`config.mk`:
```
export PLATFORM = sky130hd
export DESIGN_NAME = masku_cmp_sequencer
export DESIGN_NICKNAME = d
export VERILOG_FILES = /design/src/rtl/masku_cmp_sequencer.sv
export SDC_FILE = /design/constraint.sdc
export NUM_CORES = 1
export LEC_CHECK = 0
export BUFFER_PORTS_ARGS = -buffer_cell sky130_fd_sc_hd__buf_4
export CORE_AREA = 2 2 217 219
export DETAILED_ROUTE_END_ITERATION = 6
export DIE_AREA = 0 0 219 221
export HOLD_SLACK_MARGIN = 0.15
export PLACE_DENSITY_LB_ADDON = 0.12
export SETUP_SLACK_MARGIN = 0.3
export SYNTH_ARGS = -nofsm -noshare
export SYNTH_HDL_FRONTEND = slang
export SYNTH_SLANG_ARGS = --single-unit
```
`constraint.sdc`:
```
create_clock -name clk_i -period 3.5 [get_ports clk_i]
set_clock_uncertainty 0.15 [all_clocks]
set_input_delay 0.7 -clock clk_i [delete_from_list [all_inputs] [get_ports clk_i]]
set_output_delay 0.7 -clock clk_i [all_outputs]
set_load 0.02 [all_outputs]
```
`src/rtl/masku_cmp_sequencer.sv`:
```
// rtl/masku_cmp_sequencer.sv - mask-unit compress sequencer for mask-producing instructions
module masku_cmp_sequencer #(
   parameter int unsigned NrLanes = 4,
   parameter int unsigned VlWidth = 16,
   localparam int unsigned Elen = 64,
   localparam int unsigned DataWidth = NrLanes * Elen,
   localparam int unsigned PntWidth = $clog2(DataWidth) + 1
) (
   input  logic                 clk_i,
   input  logic                 rst_i,
   input  logic                 vinsn_valid_i,
   output logic                 vinsn_ready_o,
   input  logic [VlWidth-1:0]   vinsn_vl_i,
   input  logic [1:0]           vinsn_vsew_i,
   input  logic                 operand_valid_i,
   output logic                 operand_ready_o,
   input  logic [DataWidth-1:0] compressed_i,
   output logic [PntWidth-1:0]  vrf_pnt_o,
   output logic                 result_valid_o,
   input  logic                 result_ready_i,
   output logic [DataWidth-1:0] result_o,
   output logic                 result_last_o,
   output logic                 vinsn_done_o,
   output logic                 busy_o
);

   typedef enum logic [1:0] {
      IDLE  = 2'd0,
      ACCUM = 2'd1,
      FLUSH = 2'd2,
      DONE  = 2'd3
   } state_e;

   state_e               state_q;
   logic [VlWidth-1:0]   remaining_q;
   logic [PntWidth-1:0]  vrf_pnt_q;
   logic [DataWidth-1:0] acc_q;
   logic [1:0]           eew_q;

   logic vinsn_ready_q;
   logic operand_ready_q;
   logic result_valid_q;
   logic result_last_q;
   logic done_q;
   logic busy_q;

   logic [PntWidth-1:0] elems;
   logic [VlWidth-1:0]  elems_vl;
   logic [VlWidth-1:0]  n_take;
   logic                vl_exhausted;
   logic                word_full;
   logic                beat_hs;

   // Per-beat element count from the latched SEW, clamped take, and word-fill detection
   always_comb begin
      elems        = PntWidth'(DataWidth >> (32'd3 + 32'(eew_q)));
      elems_vl     = VlWidth'(elems);
      n_take       = (elems_vl < remaining_q) ? elems_vl : remaining_q;
      vl_exhausted = (remaining_q == n_take);
      word_full    = ((vrf_pnt_q + elems) == PntWidth'(DataWidth));
      beat_hs      = operand_valid_i & operand_ready_q;
   end

   // Sequencer FSM: state, counters, accumulator and registered handshake outputs
   always_ff @(posedge clk_i) begin
      if (rst_i) begin
         state_q         <= IDLE;
         remaining_q     <= '0;
         vrf_pnt_q       <= '0;
         acc_q           <= '0;
         eew_q           <= '0;
         vinsn_ready_q   <= 1'b1;
         operand_ready_q <= 1'b0;
         result_valid_q  <= 1'b0;
         result_last_q   <= 1'b0;
         done_q          <= 1'b0;
         busy_q          <= 1'b0;
      end else begin
         case (state_q)
            IDLE: begin
               if (vinsn_valid_i) begin
                  eew_q         <= vinsn_vsew_i;
                  remaining_q   <= vinsn_vl_i;
                  vrf_pnt_q     <= '0;
                  acc_q         <= '0;
                  vinsn_ready_q <= 1'b0;
                  busy_q        <= 1'b1;
                  if (vinsn_vl_i == '0) begin
                     state_q <= DONE;
                     done_q  <= 1'b1;
                  end else begin
                     state_q         <= ACCUM;
                     operand_ready_q <= 1'b1;
                  end
               end
            end
            ACCUM: begin
               if (beat_hs) begin
                  acc_q       <= acc_q | compressed_i;
                  remaining_q <= remaining_q - n_take;
                  vrf_pnt_q   <= vrf_pnt_q + elems;
                  if (vl_exhausted || word_full) begin
                     state_q         <= FLUSH;
                     operand_ready_q <= 1'b0;
                     result_valid_q  <= 1'b1;
                     result_last_q   <= vl_exhausted;
                  end
               end
            end
            FLUSH: begin
               if (result_ready_i) begin
                  acc_q          <= '0;
                  vrf_pnt_q      <= '0;
                  result_valid_q <= 1'b0;
                  result_last_q  <= 1'b0;
                  if (remaining_q == '0) begin
                     state_q <= DONE;
                     done_q  <= 1'b1;
                  end else begin
                     state_q         <= ACCUM;
                     operand_ready_q <= 1'b1;
                  end
               end
            end
            DONE: begin
               state_q       <= IDLE;
               done_q        <= 1'b0;
               busy_q        <= 1'b0;
               vinsn_ready_q <= 1'b1;
            end
            default: begin
               state_q <= IDLE;
            end
         endcase
      end
   end

   assign vinsn_ready_o   = vinsn_ready_q;
   assign operand_ready_o = operand_ready_q;
   assign result_valid_o  = result_valid_q;
   assign result_last_o   = result_last_q;
   assign result_o        = acc_q;
   assign vinsn_done_o    = done_q;
   assign busy_o          = busy_q;
   assign vrf_pnt_o       = (state_q == ACCUM) ? vrf_pnt_q : '0;

endmodule
```
# Yosys cells after proc, flatten, opt, wreduce, memory -nomap -nowiden
# Cells that the tools add are included.
[word_totals]
regBits = 291
in_bits = 279
output_inout_bits = 271
wordCells = 91
[op_classes]
n_addsub = 3
magnitude_cmp = 1
n_eq_ne = 13
n_shift = 1
muxes = 43
bitwise_logic = 2
reduce_logical = 17
[ops]
columns = ["cell", "count"]
rows = [
  ["$mux 256", 3],
  ["$pmux 256 s3", 1],
  ["$or 256x256->256", 1],
  ["$mux 16", 3],
  ["$mux 9", 4],
  ["$logic_not 16->1", 2],
  ["$pmux 16 s2", 1],
  ["$pmux 9 s3", 1],
  ["$mux 1", 17],
  ["$eq 16x16->1", 1],
  ["$lt 9x16->1", 1],
  ["$ne 2x2->1 const B", 8],
  ["$sub 16x16->16", 1],
  ["$mux 2", 6],
  ["$reduce_and 4->1", 3],
  ["$add 9x9->9", 1],
  ["$eq 9x9->1 const B", 1],
  ["$shr 9x3->9 const A", 1],
  ["$pmux 1 s2", 4],
  ["$pmux 2 s4", 1],
  ["$reduce_and 7->1", 1],
  ["$pmux 1 s3", 2],
  ["$reduce_bool 2->1", 3],
  ["$reduce_bool 3->1", 2],
  ["9 further kinds", 11],
]

# Depth between registers and ports, before layout
# Gate-level depths: netlist of run 1.
[logic_depth]
ltp_word = 9
mapped_depth = 17

# Worst setup path before layout of run 1
# Ideal clock, no wire load.
[synth_path]
path_kind = "reg2reg"
startpoint = "reg eew_q[0]"
endpoint = "reg remaining_q[12]"
setup_ps = 120
arrival_ps = 3546
required_ps = 3230
slack_ps = -315
stages_incl_launch_ff = 18
n_path_buf = 3
path_cell_list = "dfxtp_1 > buf_2 > nor2_1 > ha_1 > and2_1 > a32oi_1 > o21ai_4 > nand2_1 > mux2i_1 > ha_1 > or4_1 > buf_2 > or3_1 > buf_2 > a2111oi_0 > nand2_1 > o21ai_1 > a21oi_1"
[synth_via]
elab_chain_cells = 7
[synth_rtl]
columns = ["element", "line_no", "source"]
rows = [
  ["from (decl)", "38", "logic [1:0] eew_q;"],
  ["from (signal assigned)", "82", "eew_q <= vinsn_vsew_i;"],
  ["$add 2x2->3 *", "56", "elems = PntWidth'(DataWidth >> (32'd3 + 32'(eew_q)));"],
  ["$shr 9x3->9 *", "56", ""],
  ["$lt 9x16->1", "58", "n_take = (elems_vl < remaining_q) ? elems_vl : remaining_q;"],
  ["$mux 16 *", "58", ""],
  ["$sub 16x16->16 *", "100", "remaining_q <= remaining_q - n_take;"],
  ["$mux 16 *", "98", "if (beat_hs) begin"],
  ["$pmux 16 s2 *", "79", "case (state_q)"],
  ["to (signal assigned)", "83", "remaining_q <= vinsn_vl_i;"],
  ["to (signal assigned)", "100", ""],
  ["to (decl)", "35", "logic [VlWidth-1:0] remaining_q;"],
]
# Every way passes the cells marked *; elsewhere a longest branch is shown, timed or not. The select of a mux whose other input is x is not followed.
# A chain may end at the register's enable or synchronous reset.

# Worst setup path after layout of run 1
[layout_path]
startpoint = "reg eew_q[1]"
endpoint = "reg remaining_q[6]"
# The elaborated chain is that of the path after synthesis.

==> results of run 1 <==
[synthesized netlist by cell type, types with 2 or more instances]
master / number
o211ai_1: 5
nor4_1: 6
a22oi_1: 5
o22a_1: 2
nor3_1: 12
dfxtp_1: 291
nor3b_1: 2
a21oi_1: 281
mux2i_1: 7
a211oi_1: 8
clkbuf_1: 53
nand2_1: 35
o41ai_1: 2
or3_1: 5
o221ai_1: 2
nor4_2: 2
a31oi_1: 5
buf_1: 5
nand3_1: 8
ha_1: 8
o31ai_1: 4
o31a_1: 3
o21ai_0: 5
nor2_1: 290
nor2b_1: 11
and3_1: 5
a311oi_1: 2
a22o_1: 2
o311ai_1: 2
o21ai_1: 12
o21a_1: 8
and3b_1: 2
inv_1: 9
nand2b_1: 3
a21boi_0: 2
buf_2: 16
and2_1: 9
or4_1: 6
a2111oi_0: 5
[registers in the layout, summed over array words and instances (netlist names)]
signal	flops
result_o	256
remaining_q	16
vrf_pnt_q	9
eew_q	2
state_q	2
busy_o	1
operand_ready_o	1
result_last_o	1
result_valid_o	1
vinsn_done_o	1
vinsn_ready_o	1
[cells in the final DEF, fill, tap and decap left out, drive strengths merged, types with 6 or more instances in the layout]
cell type / n
a211oi: 9
a21oi: 281
and2: 9
buf: 591
clkbuf: 58
dfxtp: 291
ha: 8
inv: 9
mux2i: 7
nand2: 35
nand3: 8
nor2: 291
nor2b: 11
nor3: 12
nor4: 8
o21a: 8
o21ai: 19
or4: 6
[worst max path at each step]
| stage | end | startpoint | slack, ps | cells past startpoint |
|---|---|---|---|---|
| 6_report | remaining_q[6] | eew_q[1] | 230 | 15 |
| 2_1_floorplan | remaining_q[12] | eew_q[1] | 60 | 17 |
| 5_1_grt | remaining_q[14] | eew_q[1] | 50 | 15 |
| 3_5_place_dp | remaining_q[12] | eew_q[1] | 70 | 14 |
| 3_3_place_gp | remaining_q[12] | eew_q[1] | 80 | 14 |
| 4_1_cts | remaining_q[13] | eew_q[0] | 270 | 15 |
[cell type report]
| cell class | instances | area share |
|---|---|---|
| Clock buffer | 58 | 0.0674 |
| Inverter | 9 | 0.00204 |
| Timing Repair Buffer | 591 | 0.275 |
| Clock inverter | 4 | 0.00189 |
| Multi-Input combinational cell | 791 | 0.255 |
| Sequential cell | 291 | 0.352 |
| Tap cell | 607 | 0.0459 |
| Antenna cell | 3 | 0.000453 |
[cells by family (layout without fill, tap and decap cells)]
group / count (synthesis) / count (layout) / share of synthesized area
mux: 7 / 7 / 0.00689
other cells: 1 / 4 / 0.000369
xor+xnor: 1 / 1 / 0.000862
simple gates: 404 / 404 / 0.171
buf+inv: 84 / 662 / 0.0334
fa+ha+maj: 8 / 8 / 0.00985
compound gates: 369 / 370 / 0.205
flops: 291 / 291 / 0.573
[power by group through the flow]
stage / Clock [uW] / Sequential, uW / Combinational (uW)
6_report: 3640 / 3680 / 1990
3_5_place_dp: 0 / 3740 / 1840
5_1_grt: 3910 / 3710 / 2150
4_1_cts: 3770 / 3680 / 1950
2_1_floorplan: 0 / 3960 / 757
3_3_place_gp: 0 / 3740 / 1830
[tightest hold or removal path, cell delays in order]
cell and delay (ps):
buf_4 70, a21oi_1 50, nor2_1 70
[metrics by stage]
| stage | utilization | hold WS (ps) | area [um2] |
|---|---|---|---|
| floorplan | - | 281 | 10200 |
| global placement | 0.328 | 287 | 15100 |
| detailed placement | 0.328 | 290 | 15100 |
| CTS | 0.357 | 193 | 16400 |
| global route | 0.360 | 213 | 16600 |
| finish | 0.360 | 239 | 16600 |
[metal layers]
metal	GRT usage	share of wire	vias to the layer above
met5	0	0	-
met4	0.0724	0.035	0
met3	0.0576	0.081	76
met2	0.300	0.49	341
met1	0.194	0.39	4916
li1	-	-	5110
[what timing repair did]
item | 4_1_cts | 5_1_grt
pin swaps | 22 | 10
cloned | 1 | 0
setup buffers | 13 | 3
gates resized for setup | 13 | 16
setup endpoints to repair | 11 | 20
==> flow_summary.json, run 1 <==
{
  "outcome": "finished clean",
  "critPathArrivalTime_ps": 3580,
  "clkTransAtPathRegs_ps": 60,
  "peakVddDrop_mv": 0.316,
  "finalSetupViolations": 0,
  "reg2reg_depth": 15,
  "synth-edff-count": 0,
  "cpPeakStageDelay_ps": 520,
  "io_pins": 550,
  "drive_gt1_frac": 0.393,
  "synthDistinctLibCells": 64,
  "fp.dieH_um": 221,
  "grt_pass1_wl_mm": 64.3,
  "multi_input_area_um2": 4220,
  "clock_sinks": 291,
  "ys_seq_elements": 291,
  "first_global_vias": 10343,
  "p_total_uw": 9310,
  "drt.antenna.violating_nets": 0,
  "drt_iter0_drc": 510,
  "clkLatencyLatePin_ps": 520,
  "power_switching_uw": 2700,
  "dp_slack_ps": 72.1,
  "critPathLaunchType": "flop",
  "worst_pin_slew_ps": 684,
  "start_util": 0.221,
  "rsz0062_at_grt": "true",
  "wl_per_cell_um": 18.6,
  "numCtsBuffers": 36,
  "p_per_area_nw_per_um2": 562,
  "yosys_warnings": 0,
  "p_int_uw": 6610,
  "async_flop_share": 0,
  "slew-limit-headroom": 0.544,
  "die-area_um2": 48400,
  "min_path_type": "primary input to flop",
  "synth_area_um2": 10200,
  "cts_tree": "yes",
  "nNetsFinal": 2007,
  "fin_ws_ps": 226,
  "area_growth_syn_to_layout_pct": 62.9,
  "synth_nets": 1452,
  "yosysTopAreaCell": "dfxtp_1",
  "finalHoldViolCount": 0,
  "fin_crit_ps": 3270,
  "overflow": 0,
  "critPathSlowestCell": "or4_1",
  "crit_required_ps": 3800,
  "grt_max_degree": 80,
  "cts_buffer_depth": 3,
  "ys.flop_type": "dfxtp_1",
  "coreArea_um2": 46100,
  "p_comb_frac": 0.214,
  "critPathTopFamily": "simple AND/OR/NAND/NOR gates",
  "dpl.cell_count": 2272,
  "hold_path_end": "result_o[21]",
  "syn_avg_cell_area_um2": 8.72,
  "cts_root_buffer": "clkbuf_16",
  "setup_tns_ps": 0,
  "gp_congestion": 0.848,
  "p_leak_uw": 0.00734,
  "crit_chain": "nor2_4 -> ha_4 -> and2_4 -> a32oi_4 -> o21ai_4 -> nand2_4 -> buf_6 -> mux2i_1 -> ha_1 -> a21oi_2 -> nor2b_1 -> o21ai_2 -> o221ai_4 -> or4_1 -> o211ai_1",
  "maxCapViolCount": 0,
  "p_seq_frac": 0.396,
  "slew_viol_final": 0,
  "crit_path_end_kind": "flop",
  "yosys-top-cells-area": "dfxtp_1 57%, a21oi_1 14%, nor2_1 11%, clkbuf_1 2.0%, nand2_1 1.3%",
  "hold_buffers": 0,
  "timing.rr.start": "eew_q[1]",
  "path_class": "flop to flop",
  "vias": 10443,
  "cp_max_fo": 6,
  "h-tree-depth": 2,
  "ys_seq_area_frac": 0.573,
  "die_w_um": 219,
  "crit_buf_inv": 1,
  "drc_errors": 0,
  "antenna_found_initial": 3,
  "synth_top_area_frac": 0.573,
  "grt_usage": 0.173,
  "row_count": 79,
  "fillers": 4841,
  "stdcell_count": 2354,
  "numPortBuffers": 549,
  "hpwlAfterDp_mm": 32.0,
  "ff_latch_area_um2": 5830,
  "pwr-share-clk": 0.391,
  "min_from": "compressed_i[21]",
  "r2r-end": "remaining_q[6]",
  "fmax_mhz": 305,
  "min_path_cells": 3,
  "routed_wl_mm": 43.7,
  "syn_inst": 1165,
  "fin_crit_sh": 0.935,
  "first_pass_iters": 4,
  "p_sw_frac": 0.290,
  "via_per_inst": 4.44,
  "r2r_slack_ps": 230
}
Note: power is estimated with default switching activity, not from simulation.
==> run 2, diff against run 1 <==
--- a/config.mk
+++ b/config.mk
@@ -6,9 +6,9 @@
 export NUM_CORES = 1
 export LEC_CHECK = 0
 export BUFFER_PORTS_ARGS = -buffer_cell sky130_fd_sc_hd__buf_4
-export CORE_AREA = 2 2 217 219
+export CORE_AREA = 2 2 211 213
 export DETAILED_ROUTE_END_ITERATION = 6
-export DIE_AREA = 0 0 219 221
+export DIE_AREA = 0 0 213 215
 export HOLD_SLACK_MARGIN = 0.15
 export PLACE_DENSITY_LB_ADDON = 0.12
 export SETUP_SLACK_MARGIN = 0.3
==> run 2 against run 1 <==
- routed wire length fell by 4.2%
- largest cell class unchanged
- via count fell by 0.85%
- highest routed layer unchanged
- critical path type unchanged
- total power rose by 3.6%
- cell count shrank 0.98%
- largest power group is now the clock network
- clock-buffer cell count down 4
- sequential cell count is the same
- cell area barely moved
- worst setup slack improved by 9.1 ps
- sequential share of layout area about the same
- critical path depth is 3 lower
==> flow_summary.json, run 2 (synthesis gave the netlist of run 1 again) <==
{
  "outcome": "finished clean",
  "finalHoldViolCount": 0,
  "min_from": "compressed_i[106]",
  "drive_gt1_frac": 0.393,
  "drt_iter0_drc": 583,
  "fmax_mhz": 306,
  "row_count": 77,
  "nNetsFinal": 1997,
  "h-tree-depth": 2,
  "overflow": 0,
  "crit_path_end_kind": "flop",
  "area_growth_syn_to_layout_pct": 63.0,
  "mostFrequentLayoutCells": "574 x buf_4, 289 x nor2_1, 289 x dfxtp_1",
  "numPortBuffers": 549,
  "io_pins": 550,
  "die_w_um": 213,
  "grt_usage": 0.177,
  "slew_viol_final": 0,
  "antenna_found_initial": 1,
  "min_path_type": "primary input to flop",
  "clock_sinks": 291,
  "final_common_cell": "buf_4",
  "critPathArrivalTime_ps": 3580,
  "largest_reg_flops": 256,
  "maxCapViolCount": 0,
  "hold_buffers": 0,
  "routed_wl_mm": 41.9,
  "p_per_area_nw_per_um2": 582,
  "min_path_cells": 3,
  "cts_root_buffer": "clkbuf_16",
  "clkLatencyLatePin_ps": 530,
  "crit_required_ps": 3820,
  "drc_errors": 0,
  "grt_pass1_wl_mm": 62.2,
  "cts_tree": "yes",
  "cp_max_fo": 7,
  "setup_tns_ps": 0,
  "fp.dieH_um": 215,
  "ff_latch_area_um2": 5830,
  "timing.rr.start": "eew_q[1]",
  "multi_input_area_um2": 4190,
  "finalSetupViolations": 0,
  "p_leak_uw": 0.00736,
  "slew-limit-headroom": 0.549,
  "vias": 10354,
  "critPathLaunchType": "flop",
  "peakVddDrop_mv": 0.287,
  "reg2reg_depth": 12,
  "clkTransAtPathRegs_ps": 60,
  "worst_pin_slew_ps": 677,
  "hpwlAfterDp_mm": 30.9,
  "path_class": "flop to flop",
  "rsz0062_at_grt": "true",
  "first_global_vias": 10299,
  "gp_congestion": 0.825,
  "r2r-end": "remaining_q[12]",
  "hold_path_end": "result_o[106]",
  "wl_per_cell_um": 18.0,
  "stdcell_count": 2331,
  "start_util": 0.233,
  "via_per_inst": 4.44,
  "numCtsBuffers": 36,
  "cts_buffer_depth": 3,
  "drt.antenna.violating_nets": 0,
  "first_pass_iters": 4,
  "r2r_slack_ps": 230,
  "die-area_um2": 45800,
  "dpl.cell_count": 2257,
  "fin_crit_sh": 0.933,
  "coreArea_um2": 43600,
  "fillers": 4572,
  "fin_crit_ps": 3270,
  "finish.utilization": 0.380,
  "grt_max_degree": 125
}
-- run 2: metrics by stage --
step	hold WS [ps]	total power [uW]	cell area (um2)	setup WS (ps)
finish	240	9650	16600	235
global route	217	10100	16600	109
CTS	200	9760	16500	203
detailed placement	295	5560	15100	110
global placement	292	5550	15100	141
floorplan	281	4710	10200	60.5
-- run 2: cell type report --
cell class | instances | area share
sequential | 291 | 0.352
timing repair buffer | 581 | 0.269
multi-input combinational | 791 | 0.253
clock buffer | 54 | 0.0677
tap | 592 | 0.0447
clock inverter | 12 | 0.0116
inverter | 9 | 0.00204
antenna | 1 | 0.000151
-- run 2: power breakdown --
group	internal (uW)	leakage, uW	switching [uW]
sequential	3530	0.00238	146
clock	2590	0.000653	1470
combinational	838	0.00433	1070
total	6960	0.00736	2690
-- run 2: worst max path at each step --
| stage | start | endpoint | slack (ps) | cells after the start |
|---|---|---|---|---|
| 3_5_place_dp | eew_q[1] | remaining_q[12] | 110 | 14 |
| 5_1_grt | eew_q[1] | remaining_q[12] | 110 | 14 |
| 3_3_place_gp | eew_q[1] | remaining_q[12] | 140 | 14 |
| 6_report | eew_q[1] | remaining_q[12] | 230 | 12 |
| 2_1_floorplan | eew_q[1] | remaining_q[12] | 60 | 17 |
| 4_1_cts | eew_q[0] | remaining_q[12] | 200 | 12 |
-- run 2: critical path, cell delays in order (launching register included) --
cell and delay [ps]:
dfxtp_4 370, nor2_4 140, ha_4 220, and2_4 150, a32oi_2 210, o21ai_4 90
nand2_4 120, mux2i_1 100, ha_2 200, or4_4 420, or3_4 410, or4_4 500
a21oi_2 120
-- run 2: what timing repair did --
item,CTS,global route
resized for setup,7,18
cloned,1,0
setup endpoints to repair,9,12
pin swaps,12,15
buffers inserted,5,1
-- run 2: metal layers --
layer / GRT usage / vias up / routed length, um
met5: 0 / - / 0
met4: 0.0676 / 0 / 1230
met3: 0.0628 / 69 / 3560
met2: 0.305 / 351 / 20800
met1: 0.198 / 4837 / 16300
li1: - / 5097 / -
